===== src/rtl/exception_ctrl_if.sv =====
// rtl/exception_ctrl_if.sv - decoder/fetch/system-register bundle for the exception controller
interface exception_ctrl_if #(
    parameter int DW    = 64,
    parameter int ESR_W = 4
);
    logic             instr_valid;
    logic             not_an_instr;
    logic             eret;
    logic             ext_irq;
    logic [DW-1:0]    pc_decode;
    logic [1:0]       mrs_sel;
    logic             redirect;
    logic [DW-1:0]    redirect_pc;
    logic             flush;
    logic             in_handler;
    logic [DW-1:0]    elr;
    logic [ESR_W-1:0] esr;
    logic [DW-1:0]    mrs_data;

    modport master (
        output instr_valid, not_an_instr, eret, ext_irq, pc_decode, mrs_sel,
        input  redirect, redirect_pc, flush, in_handler, elr, esr, mrs_data
    );

    modport slave (
        input  instr_valid, not_an_instr, eret, ext_irq, pc_decode, mrs_sel,
        output redirect, redirect_pc, flush, in_handler, elr, esr, mrs_data
    );
endinterface


===== src/rtl/exception_ctrl.sv =====
// rtl/exception_ctrl.sv - LEGv8 exception entry/return sequencer with ELR/ESR and MRS read port
module exception_ctrl #(
    parameter int            DW          = 64,
    parameter logic [DW-1:0] VECTOR_ADDR = 'hD8,
    parameter int            ESR_W       = 4
) (
    input  logic              clk,
    input  logic              reset,
    exception_ctrl_if.slave   bus
);
    localparam logic [ESR_W-1:0] ESR_UNDEF = ESR_W'(1);
    localparam logic [ESR_W-1:0] ESR_IRQ   = ESR_W'(2);
    localparam logic [ESR_W-1:0] ESR_ERET  = ESR_W'(4);
    localparam logic [ESR_W-1:0] ESR_NEST  = ESR_W'(8);

    typedef enum logic [1:0] {RUN, TAKE, HANDLER, RETURN} state_t;

    state_t           state;
    logic [DW-1:0]    elr_q;
    logic [ESR_W-1:0] esr_q;
    logic             sync1, sync2, sync2_d;
    logic             irq_pending;
    logic             redirect_q, flush_q, in_handler_q;
    logic [DW-1:0]    redirect_pc_q;

    logic irq_rise;
    logic take_irq;

    assign irq_rise = sync2 & ~sync2_d;
    // Faults in decode win over the interrupt, which simply stays pending.
    assign take_irq = (state == RUN) && bus.instr_valid && !bus.not_an_instr
                      && !bus.eret && irq_pending;

    always_ff @(posedge clk) begin
        if (reset) begin
            state         <= RUN;
            elr_q         <= '0;
            esr_q         <= '0;
            sync1         <= 1'b0;
            sync2         <= 1'b0;
            sync2_d       <= 1'b0;
            irq_pending   <= 1'b0;
            redirect_q    <= 1'b0;
            flush_q       <= 1'b0;
            redirect_pc_q <= '0;
            in_handler_q  <= 1'b0;
        end else begin
            sync1   <= bus.ext_irq;
            sync2   <= sync1;
            sync2_d <= sync2;
            // A fresh request arriving as the old one is taken must not be lost.
            if (irq_rise)
                irq_pending <= 1'b1;
            else if (take_irq)
                irq_pending <= 1'b0;

            redirect_q    <= 1'b0;
            flush_q       <= 1'b0;
            redirect_pc_q <= '0;

            case (state)
                RUN: begin
                    if (bus.instr_valid && (bus.not_an_instr || bus.eret || irq_pending)) begin
                        elr_q         <= bus.pc_decode;
                        esr_q         <= bus.not_an_instr ? ESR_UNDEF :
                                         bus.eret         ? ESR_ERET  : ESR_IRQ;
                        state         <= TAKE;
                        redirect_q    <= 1'b1;
                        flush_q       <= 1'b1;
                        redirect_pc_q <= VECTOR_ADDR;
                        in_handler_q  <= 1'b0;
                    end
                end
                TAKE: begin
                    state        <= HANDLER;
                    in_handler_q <= 1'b1;
                end
                HANDLER: begin
                    if (bus.instr_valid && bus.not_an_instr) begin
                        esr_q         <= ESR_NEST;
                        state         <= TAKE;
                        redirect_q    <= 1'b1;
                        flush_q       <= 1'b1;
                        redirect_pc_q <= VECTOR_ADDR;
                        in_handler_q  <= 1'b0;
                    end else if (bus.instr_valid && bus.eret) begin
                        state         <= RETURN;
                        redirect_q    <= 1'b1;
                        flush_q       <= 1'b1;
                        redirect_pc_q <= elr_q;
                    end
                end
                RETURN: begin
                    state        <= RUN;
                    in_handler_q <= 1'b0;
                end
                default: state <= RUN;
            endcase
        end
    end

    always_comb begin
        bus.mrs_data = '0;
        case (bus.mrs_sel)
            2'd0:    bus.mrs_data = elr_q;
            2'd1:    bus.mrs_data = {{(DW-ESR_W){1'b0}}, esr_q};
            2'd2:    bus.mrs_data = {{(DW-2){1'b0}}, irq_pending, in_handler_q};
            default: bus.mrs_data = '0;
        endcase
    end

    assign bus.redirect    = redirect_q;
    assign bus.flush       = flush_q;
    assign bus.redirect_pc = redirect_pc_q;
    assign bus.in_handler  = in_handler_q;
    assign bus.elr         = elr_q;
    assign bus.esr         = esr_q;
endmodule


===== src/flat_wrapper.sv =====
// flat-port wrapper written by rule: the top's interface ports become plain ports
module exception_ctrl_flat 
#(
    parameter int            DW          = 64,
    parameter logic [DW-1:0] VECTOR_ADDR = 'hD8,
    parameter int            ESR_W       = 4
)
  (clk, reset, bus_instr_valid, bus_not_an_instr, bus_eret, bus_ext_irq, bus_pc_decode, bus_mrs_sel, bus_redirect, bus_redirect_pc, bus_flush, bus_in_handler, bus_elr, bus_esr, bus_mrs_data);
  exception_ctrl_if #(.DW(DW), .ESR_W(ESR_W)) bus_i ();
  input  logic clk;
  input  logic reset;
  input wire logic [$bits(bus_i.instr_valid)-1:0] bus_instr_valid;
  input wire logic [$bits(bus_i.not_an_instr)-1:0] bus_not_an_instr;
  input wire logic [$bits(bus_i.eret)-1:0] bus_eret;
  input wire logic [$bits(bus_i.ext_irq)-1:0] bus_ext_irq;
  input wire logic [$bits(bus_i.pc_decode)-1:0] bus_pc_decode;
  input wire logic [$bits(bus_i.mrs_sel)-1:0] bus_mrs_sel;
  output wire logic [$bits(bus_i.redirect)-1:0] bus_redirect;
  output wire logic [$bits(bus_i.redirect_pc)-1:0] bus_redirect_pc;
  output wire logic [$bits(bus_i.flush)-1:0] bus_flush;
  output wire logic [$bits(bus_i.in_handler)-1:0] bus_in_handler;
  output wire logic [$bits(bus_i.elr)-1:0] bus_elr;
  output wire logic [$bits(bus_i.esr)-1:0] bus_esr;
  output wire logic [$bits(bus_i.mrs_data)-1:0] bus_mrs_data;
  assign bus_i.instr_valid = bus_instr_valid;
  assign bus_i.not_an_instr = bus_not_an_instr;
  assign bus_i.eret = bus_eret;
  assign bus_i.ext_irq = bus_ext_irq;
  assign bus_i.pc_decode = bus_pc_decode;
  assign bus_i.mrs_sel = bus_mrs_sel;
  assign bus_redirect = bus_i.redirect;
  assign bus_redirect_pc = bus_i.redirect_pc;
  assign bus_flush = bus_i.flush;
  assign bus_in_handler = bus_i.in_handler;
  assign bus_elr = bus_i.elr;
  assign bus_esr = bus_i.esr;
  assign bus_mrs_data = bus_i.mrs_data;
  exception_ctrl #(.DW(DW), .VECTOR_ADDR(VECTOR_ADDR), .ESR_W(ESR_W)) u_core (.clk(clk), .reset(reset), .bus(bus_i));
endmodule

===== config.mk =====
export PLATFORM = sky130hd
export DESIGN_NAME = exception_ctrl_flat
export DESIGN_NICKNAME = d
export VERILOG_FILES = /design/src/rtl/exception_ctrl_if.sv /design/src/rtl/exception_ctrl.sv /design/src/flat_wrapper.sv
export SDC_FILE = /design/constraint.sdc
export NUM_CORES = 1
export LEC_CHECK = 0
export ABC_AREA = 1
export BUFFER_PORTS_ARGS = -buffer_cell sky130_fd_sc_hd__clkbuf_2
export CORE_UTILIZATION = 35
export CTS_BUF_LIST = sky130_fd_sc_hd__clkbuf_4 sky130_fd_sc_hd__clkbuf_8
export DETAILED_ROUTE_END_ITERATION = 16
export PLACE_DENSITY = 0.75
export SLEW_MARGIN = 15
export SYNTH_ARGS = -nofsm -noshare
export SYNTH_HDL_FRONTEND = slang
export SYNTH_SLANG_ARGS = --single-unit

===== constraint.sdc =====
create_clock -name clk -period 2.61 [get_ports clk]
set_input_delay 0.261 -clock clk [delete_from_list [all_inputs] [get_ports clk]]
set_output_delay 0.261 -clock clk [all_outputs]
set_load 0.005 [all_outputs]

# ---- Word level (Yosys, flattened, before mapping)
# Cells that the tools add are included.
# W data, S select, Z words.
dict set report word_totals {
  regBits 140
}
dict set report classes {
  reduce_logical 19
  muxes 23
  bitwise_logic 2
  n_eq_ne 8
}
# operator count
set ops {}
lappend ops {{$pmux W64 S3} 1}
lappend ops {{$mux W64} 2}
lappend ops {{$pmux W64 S2} 1}
lappend ops {{$mux W4} 3}
lappend ops {{$mux W8} 1}
lappend ops {{$pmux W2 S4} 1}
lappend ops {{$pmux W4 S2} 1}
lappend ops {{$logic_and A1 B1 Y1} 7}
lappend ops {{$mux W1} 7}
lappend ops {{$eq A2 B2 Y1 const B} 3}
lappend ops {{$mux W2} 3}
lappend ops {{$reduce_and A2 Y1} 3}
lappend ops {{$eq A2 B1 Y1 const B} 2}
lappend ops {{$logic_not A2 Y1} 2}
lappend ops {{$pmux W1 S4} 1}
lappend ops {{$reduce_bool A2 Y1} 2}
lappend ops {{$mux W3} 1}
lappend ops {{$ne A3 B1 Y1 const B} 1}
lappend ops {{$reduce_and A3 Y1} 1}
lappend ops {{$logic_not A1 Y1} 2}
lappend ops {{$logic_or A1 B1 Y1} 2}
lappend ops {{$ne A2 B1 Y1 const B} 1}
lappend ops {{$ne A2 B2 Y1 const B} 1}
lappend ops {{$pmux W1 S2} 1}
lappend ops {{other kinds (2)} 2}

# ---- Depth between registers and ports, before layout
# Gate-level depths: netlist of run 1.
dict set report depth {
  depth_word 7
  mapped_depth 8
}

# ---- Least setup slack after synthesis of run 1
# No wires, ideal clock.
dict set report synth_timing {
  path_type {input to output}
  start {in bus_mrs_sel[1]}
  end {out bus_mrs_data[13]}
  path_slack_ps 1488
  n_path_buf 1
  arrival_ps 861
  path_stages 4
  cell_sequence {inv_1 nand2_1 clkbuf_1 nor2_1}
}
dict set report synth_between {
  elab_chain_cells 2
}
# item line_no
set synth_rtl {}
lappend synth_rtl {{start, declared} flat_wrapper.sv:17} ;# input wire logic [$bits(bus_i.mrs_sel)-1:0] bus_mrs_sel;
lappend synth_rtl {{$eq A2 B2 Y1 (tied with other cells)} exception_ctrl.sv:104} ;# case (bus.mrs_sel)
lappend synth_rtl {{$pmux W64 S3 *} exception_ctrl.sv:104}
lappend synth_rtl {{end, declared} flat_wrapper.sv:24} ;# output wire logic [$bits(bus_i.mrs_data)-1:0] bus_mrs_data;
# Every way passes the cells marked *; elsewhere a longest branch is shown, timed or not.

# ---- Final worst setup path of run 1
dict set report layout_timing {
  start {in bus_mrs_sel[1]}
  end {out bus_mrs_data[9]}
}
# Same word-level chain as after synthesis.

==> results.toml, run 1 <==
[detailed_routing]
drtIter0Drc = 262
postRouteAntennaNets = 0
routed_wl_mm = 15.0
vias = 4912
drt_first_pass_iters = 5
drc = 0
viasPerCell = 4.50
wl_per_cell_um = 13.8

[worst_setup_path]
rrSetupSlack_ns = 1.16
worst_setup_path_start_kind = "primary input"
reg2reg_depth = 6
crit_arrival_ns = 1.42
worstSetupPathType = "in -> out"
r2r_end = "u_core.bus.redirect_pc[42]"
regToRegStartpoint = "u_core.state[0]"
required_ns = 2.35
worstSetupEndpointType = "output pin"
cp_max_fo = 48

[floorplan]
initial_core_util = 0.358
die_w_um = 124
dieArea_um2 = 15300
rows = 44
io_pins = 271
dieHeight_um = 124
core_um2 = 14500

[grt]
grt_pass1_vias = 4291
grt_first_pass_wirelength_mm = 21.9
track_usage = 0.193
antenna_found_initial = 0
grt_max_degree = 49
overflow = 0

[clock_network]
post_cts_buffers = 0
worstSkewPairLatency_ns = 0.43
path_clk_slew_ns = 0.08
cts_root_buffer = "clkbuf_8"
cts_tree = "done"
cts-htree-levels = 4
cts_buffer_depth = 2
numCtsBuffers = 17
postCtsHoldBufs = 1
cts_resized = 0
cts.sinks = 140

[sta]
setup_ws_ns = 0.928
tightest_slew_ns = 0.490
finalHoldWorstSlack_ns = 0.0613
hold_viol = 0
tns_ns = 0
fmax_mhz = 594
layout_min_cycle_time_ns = 1.68
skew_ns = 0.00889
rsz0062_at_grt = "no"
slew_violations = 0
finalCritPeriodShare = 0.645
setup_viol = 0
slew_headroom = 0.673

[hold_path]
whs_endpoint = "u_core.bus.elr[31]"
hold_depth = 3
hold_path.class = "in -> reg"
hp-start = "bus_pc_decode[31]"

[placement]
dp.cells = 1058
post-place-ws_ns = 0.845
gp_congestion = 0.842
dpl.hpwl_mm = 10.7
place_area_um2 = 6640
port_buffers = 270

[synthesis]
synth_cell_types = 20
synth_nets = 709
synthesis.instances = 637
synth.yosys.seq_area_share = 0.541
syn_area_um2 = 5180
syn_area_per_cell_um2 = 8.13
synth_warnings = 0
ys_ff_latch = 140

[power]
p_leak_nw = 3.35
ir_drop_mv = 0.355
pwr_density_cell_nw_per_um2 = 686

[flow_run]
maxCapViolations = 0

[cells_and_area]
stdcell_count = 1091
synthToLayoutAreaGrowth_pct = 36.7
design_area_um2 = 7080
final_nets = 966
drive_above_1_share = 0.399
antennaDiodeCount = 0

[outcome]
run_status = "completed"
-- cell families (layout without fill, tap and decap cells) --
logic type | count (synthesis) | count (layout) | synth area share
flops | 140 | 140 | 0.541
compound gates | 80 | 80 | 0.0785
buf+inv | 119 | 389 | 0.103
simple gates | 298 | 298 | 0.277
-- routing by layer --
layer / track usage / share of wire
met5: 0 / 0
met4: 0.0798 / 0.021
met1: 0.227 / 0.42
met2: 0.325 / 0.50
met3: 0.0582 / 0.058
-- synth_stat cells --
| cell | count | share of area |
|---|---|---|
| buf_4 | 7 | 0.010 |
| nand3_1 | 11 | 0.011 |
| o22ai_1 | 1 | 0.0012 |
| nand2_1 | 18 | 0.013 |
| o21ai_0 | 3 | 0.0029 |
| buf_1 | 5 | 0.0036 |
| o211ai_1 | 2 | 0.0029 |
| nor2_2 | 2 | 0.0024 |
| nand2_2 | 3 | 0.0036 |
| o21ai_1 | 64 | 0.062 |
| buf_6 | 6 | 0.013 |
| nor3_2 | 43 | 0.083 |
| dfxtp_1 | 140 | 0.54 |
| a21oi_1 | 10 | 0.0097 |
| buf_2 | 13 | 0.013 |
| inv_2 | 2 | 0.0014 |
| inv_1 | 76 | 0.055 |
| nor2_1 | 203 | 0.15 |
| clkbuf_1 | 10 | 0.0072 |
| nor3_1 | 18 | 0.017 |
-- power breakdown --
group	switching, W	total (W)	internal (W)
Combinational	0.000407	0.000665	0.000257
Clock	0.000820	0.00185	0.00103
Sequential	0.0000903	0.00234	0.00225
-- stage by stage --
| stage | util | total power [W] |
|---|---|---|
| 2_1_floorplan | - | 0.00277 |
| 3_3_place_gp | 0.458 | 0.00305 |
| 3_5_place_dp | 0.458 | 0.00306 |
| 4_1_cts | 0.489 | 0.00492 |
| 5_1_grt | 0.489 | 0.00513 |
| 6_report | 0.489 | 0.00486 |
-- cells in the final DEF (no fill, tap or decap), drive strengths merged --
cell and count:
a21oi 10, buf 8, bufinv 2, clkbuf 294
clkinv 2, clkinvlp 2, dfxtp 140, dlygate4sd3 1
inv 80, nand2 21, nand3 11, nor2 205
nor3 61, o211ai 2, o21ai 67, o22ai 1
-- how the worst max path moves through the flow --
stage	from	to	slack (ns)	cells past startpoint
2_1_floorplan	bus_mrs_sel[1]	bus_mrs_data[13]	1.49	4
3_3_place_gp	reset	u_core.bus.redirect_pc[6]	0.90	5
3_5_place_dp	reset	u_core.bus.redirect_pc[6]	0.85	5
4_1_cts	bus_mrs_sel[1]	bus_mrs_data[9]	0.90	6
5_1_grt	bus_mrs_sel[1]	bus_mrs_data[9]	0.78	6
6_report	bus_mrs_sel[1]	bus_mrs_data[9]	0.93	6
-- worst max-delay path, stage by stage --
cell      delay, ns
clkbuf_2       0.10
inv_1          0.13
nand2_2        0.29
buf_12         0.30
nor2_1         0.18
clkbuf_2       0.14
-- sequential cells by signal, indices dropped and copies added, names as in the netlist --
signal	cells
u_core.bus.in_handler	1
u_core.state	2
u_core.bus.esr	4
u_core.sync2	1
u_core.irq_pending	1
u_core.bus.elr	64
u_core.bus.redirect_pc	64
u_core.sync2_d	1
u_core.bus.redirect	1
u_core.sync1	1
-- cell type report --
type / instances / area (µm²)
multi-input combinational: 378 / 1860
clock buffer: 24 / 330
tap: 184 / 230
clock inverter: 8 / 103
timing repair buffer: 279 / 1460
inverter: 78 / 293
sequential: 140 / 2800
fill: 1438 / 7400
(Power assumes the default switching activity.)
==> run 2: changes to the inputs <==
Settings changed: ABC_AREA 1 to 0, PLACE_DENSITY 0.75 to 0.76.
Clock period 2.61 ns to 1.53 ns, I/O delays scaled along.
==> results.toml, run 2 <==
[hold_path]
whs_endpoint = "u_core.bus.esr[3]"
hold_path.class = "in -> reg"
hold_depth = 3
hp-start = "bus_not_an_instr"

[sta]
finalCritPeriodShare = 0.975
slew_headroom = 0.615
tightest_slew_ns = 0.572
fmax_mhz = 671
setup_ws_ns = 0.0386
slew_violations = 0
hold_viol = 0
rsz0062_at_grt = "yes"
skew_ns = 0.0138
setup_viol = 0
finalHoldWorstSlack_ns = 0.0778
layout_min_cycle_time_ns = 1.49

[flow_run]
maxCapViolations = 0

[cells_and_area]
synthToLayoutAreaGrowth_pct = 50.3
design_area_um2 = 8350
mostFrequentLayoutCell = "clkbuf_2"
final_cell_mix = "clkbuf_2 (269), dfxtp_1 (140), nand2b_1 (133)"
antennaDiodeCount = 0
drive_above_1_share = 0.366
final_nets = 961

[synthesis]
syn_area_per_cell_um2 = 10.1
ys_dominant_reg_cell = "dfxtp_1"
synth_warnings = 0
yosys-top-cells-count = "dfxtp_1 (140), nand2b_1 (133), and2_1 (120), mux2i_1 (68), clkbuf_1 (29)"
syn_area_um2 = 5560
ys_ff_latch = 140
yosys.area.top_type_share = 0.504
yosys.cell_count.top_type = "dfxtp_1"
synthesis.instances = 548
synth_nets = 620
synth_edf_count = 0
synth.yosys.seq_area_share = 0.504
yosysTopAreaCell = "dfxtp_1"
async_flop_share = 0
synth_cell_types = 28
synth_area_leaders = "dfxtp_1 (50%), nand2b_1 (15%), and2_1 (14%), mux2i_1 (12%), clkbuf_1 (2.0%)"

[worst_setup_path]
cp_top_family = "simple AND/OR/NAND/NOR gates"
crit_start = "u_core.state[1]"
required_ns = 1.88
slowest_delay_ns = 0.41
worst_setup_path_start_kind = "register"
path_cells = "or3b_4, nor2_4, buf_12, clkbuf_16, mux2i_1"
regToRegStartpoint = "u_core.state[1]"
crit_arrival_ns = 1.84
worstSetupEndpointType = "register"
crit_buf_inv = 2
reg2reg_depth = 5
worstSetupPathType = "reg -> reg"
critPathSlowestCell = "or3b_4"
cp_max_fo = 8
rrSetupSlack_ns = 0.04
r2r_end = "u_core.bus.elr[6]"

[detailed_routing]
drt_first_pass_iters = 5
drtIter0Drc = 132
routed_wl_mm = 14.9
viasPerCell = 4.35
postRouteAntennaNets = 0
drc = 0
wl_per_cell_um = 13.4
vias = 4841

[floorplan]
initial_core_util = 0.361
die_w_um = 128
dieArea_um2 = 16400
dieHeight_um = 128
rows = 45
io_pins = 271
core_um2 = 15400

[placement]
dpl.hpwl_mm = 9.79
port_buffers = 270
place_area_um2 = 7140
post-place-ws_ns = 0.0230
gp_congestion = 0.781

[clock_network]
cts.sinks = 140
cts_root_buffer = "clkbuf_8"
cts_buffer_depth = 2
path_clk_slew_ns = 0.07
cts_tree = "done"
worstSkewPairLatency_ns = 0.43
numCtsBuffers = 17
cts-htree-levels = 4

[grt]
antenna_found_initial = 0
track_usage = 0.172
grt_first_pass_wirelength_mm = 21.9
grt_pass1_vias = 4405
grt_max_degree = 59
overflow = 0

[outcome]
run_status = "completed"

[power]
ir_drop_mv = 0.539
pwr_density_cell_nw_per_um2 = 962
p_leak_nw = 3.97
p_total_w = 0.00803
[run 2: metal layers]
layer | GRT usage | up-vias | wire length, µm
met4 | 0.0519 | 0 | 129
met1 | 0.191 | 2242 | 6280
li1 | - | 2423 | -
met2 | 0.312 | 168 | 7740
met3 | 0.0530 | 8 | 784
met5 | 0 | - | 0
[run 2: worst max-delay path by stage]
stage,end,slack [ns],cells past startpoint
after detailed placement,u_core.bus.elr[19],0.02,4
after global placement,u_core.bus.elr[33],0.09,4
after global routing,u_core.bus.elr[25],-0.02,5
final,u_core.bus.elr[6],0.04,5
after floorplan,u_core.bus.elr[13],0.05,6
after CTS,u_core.bus.elr[6],0.04,4
[run 2: worst register-to-register path: stages (launching register included)]
cell       delay (ns)
dfxtp_1          0.31
or3b_4           0.41
nor2_4           0.17
buf_12           0.17
clkbuf_16        0.18
mux2i_1          0.19
[run 2: cell type report]
class                           instances  area, µm²
Tap cell                              211        264
Clock buffer                           20        275
Clock inverter                         12        136
Sequential cell                       140       2800
Inverter                                5       18.8
Fill cell                            1388       7020
Multi-Input combinational cell        365       2560
Timing Repair Buffer                  360       2300
[run 2: power by group]
group / internal (W) / total [W] / switching [W]
clock: 0.00159 / 0.00307 / 0.00147
combinational: 0.000607 / 0.00104 / 0.000437
sequential: 0.00378 / 0.00392 / 0.000136
total: 0.00599 / 0.00803 / 0.00205
[run 2: kinds of logic (layout without fill, tap and decap cells)]
| kind of cell | count (synthesis) | count (layout) | share of synthesized area |
|---|---|---|---|
| flops | 140 | 140 | 0.504 |
| buf+inv | 43 | 397 | 0.0387 |
| compound gates | 19 | 19 | 0.0236 |
| mux | 68 | 68 | 0.122 |
| simple gates | 278 | 278 | 0.311 |
[run 2: timing repair]
| item | 4_1_cts | 5_1_grt |
|---|---|---|
| endpoints found under the setup margin | 0 | 37 |
| resized for setup | 0 | 2 |
| hold buffers | 66 | 0 |
| hold endpoints to repair | 66 | 0 |
| buffers inserted | 0 | 2 |
[run 2: metrics by stage]
step | setup TNS (ns) | util | cells
floorplan | 0 | - | 548
finish | 0 | 0.543 | 1113
global placement | 0 | 0.465 | 1008
global route | -0.0783 | 0.543 | 1113
CTS | 0 | 0.535 | 1106
detailed placement | 0 | 0.465 | 1008
==> run 3: changes to the inputs <==
==> constraint.sdc (replaced) <==
create_clock -name clk -period 1.53 [get_ports clk]
set_input_delay 0.306 -clock clk [delete_from_list [all_inputs] [get_ports clk]]
set_output_delay 0.306 -clock clk [all_outputs]
set_load 0.005 [all_outputs]
==> results.toml, run 3 (synthesized netlist as in run 2, its figures left out) <==
[cells_and_area]
synthToLayoutAreaGrowth_pct = 39.2
drive_above_1_share = 0.409
antennaDiodeCount = 0
mostFrequentLayoutCell = "clkbuf_2"
final_cell_mix = "clkbuf_2 (269), nand2b_1 (133), dfxtp_1 (132)"
final_nets = 901
stdcell_count = 1053

[floorplan]
rows = 45
dieHeight_um = 128
die_w_um = 128
dieArea_um2 = 16400
io_pins = 271
core_um2 = 15400
initial_core_util = 0.361

[clock_network]
worstSkewPairLatency_ns = 0.43
cts_root_buffer = "clkbuf_8"
cts-htree-levels = 4
cts.sinks = 140
cts_buffer_depth = 2
numCtsBuffers = 17
postCtsHoldBufs = 0
path_clk_slew_ns = 0.09
cts_tree = "done"

[sta]
skew_ns = 0.0139
finalCritPeriodShare = 0.983
tns_ns = 0
slew_violations = 0
hold_viol = 0
fmax_mhz = 665
slew_headroom = 0.630
setup_viol = 0
rsz0062_at_grt = "yes"
tightest_slew_ns = 0.550
layout_min_cycle_time_ns = 1.50

[power]
power.share.switching = 0.261
p_int_w = 0.00554
pwr-share-seq = 0.523
p_leak_nw = 3.71
ir_drop_mv = 0.715
p_comb_frac = 0.126
pwr_density_cell_nw_per_um2 = 968
pwr-share-clk = 0.351
p_switching_w = 0.00195

[worst_setup_path]
slowest_delay_ns = 0.42
worstSetupPathType = "reg -> reg"
cp_top_family = "simple AND/OR/NAND/NOR gates"
critPathSlowestCell = "or3b_4"
crit_buf_inv = 2
worst_setup_path_start_kind = "register"
required_ns = 1.88
worstSetupEndpointType = "register"
path_cells = "or3b_4, nor2_4, buf_12, clkbuf_16, mux2i_1"
cp_max_fo = 9
crit_arrival_ns = 1.86
rrSetupSlack_ns = 0.03

[placement]
dp.cells = 1012
port_buffers = 270
dpl.hpwl_mm = 9.67
gp_congestion = 0.827

[detailed_routing]
postRouteAntennaNets = 0
vias = 4586
drtIter0Drc = 119
drt_first_pass_iters = 4
routed_wl_mm = 14.3
drc = 0
wl_per_cell_um = 13.6
viasPerCell = 4.36

[grt]
track_usage = 0.163
grt_pass1_vias = 4193
overflow = 0
grt_first_pass_wirelength_mm = 20.7
grt_max_degree = 73
antenna_found_initial = 0

[flow_run]
maxCapViolations = 0

[hold_path]
hold_path.class = "in -> reg"

[outcome]
run_status = "completed"
## run 3: power by group through the flow
stage	Clock (W)	Combinational, W	Sequential (W)
2_1_floorplan	0	0.000461	0.00398
3_3_place_gp	0	0.000833	0.00400
3_5_place_dp	0	0.000851	0.00400
4_1_cts	0.00272	0.000851	0.00392
5_1_grt	0.00288	0.00104	0.00394
6_report	0.00263	0.000946	0.00392
## run 3: timing repair
action / in CTS / in global routing
gates cloned: 0 / 6
setup buffers: 0 / 4
pin swaps: 1 / 2
endpoints found under the setup margin: 2 / 63
gates resized for setup: 2 / 11
## run 3: final timing paths
check,from,to,cells past startpoint
hold reg to reg,u_core.sync1,u_core.sync2,1
setup / recovery,u_core.state[1],u_core.bus.elr[50],5
hold / removal,bus_ext_irq,u_core.sync1,2
setup reg to reg,u_core.state[1],u_core.bus.elr[50],5
## run 3: layout make-up
| class | count | area, µm² |
|---|---|---|
| multi-input cells | 365 | 2560 |
| clock inverters | 11 | 71.3 |
| clock buffers | 21 | 277 |
| inverters | 5 | 18.8 |
| fillers | 1454 | 7630 |
| repair buffers | 300 | 1730 |
| flip-flops and latches | 140 | 2820 |
| well taps | 211 | 264 |
## run 3: per-layer routing
layer  up-vias  part of all wire  GRT usage
li1       2299                 -          -
met1      2105              0.42      0.179
met2       172              0.51      0.293
met3        10             0.062     0.0534
met4         0             0.010     0.0567
met5         -                 0          0
## run 3: metrics by stage
step	worst slack (ns)	hold WS (ns)	util	power, W	instance area (µm²)
after detailed placement	-0.0447	0.450	0.468	0.00485	7200
after floorplan	0.0488	0.414	-	0.00444	5560
after CTS	-0.00138	0.0518	0.491	0.00750	7540
final	0.0261	0.0937	0.503	0.00749	7740
after global routing	-0.0139	0.0765	0.503	0.00785	7740
after global placement	-0.0145	0.446	0.468	0.00484	7200
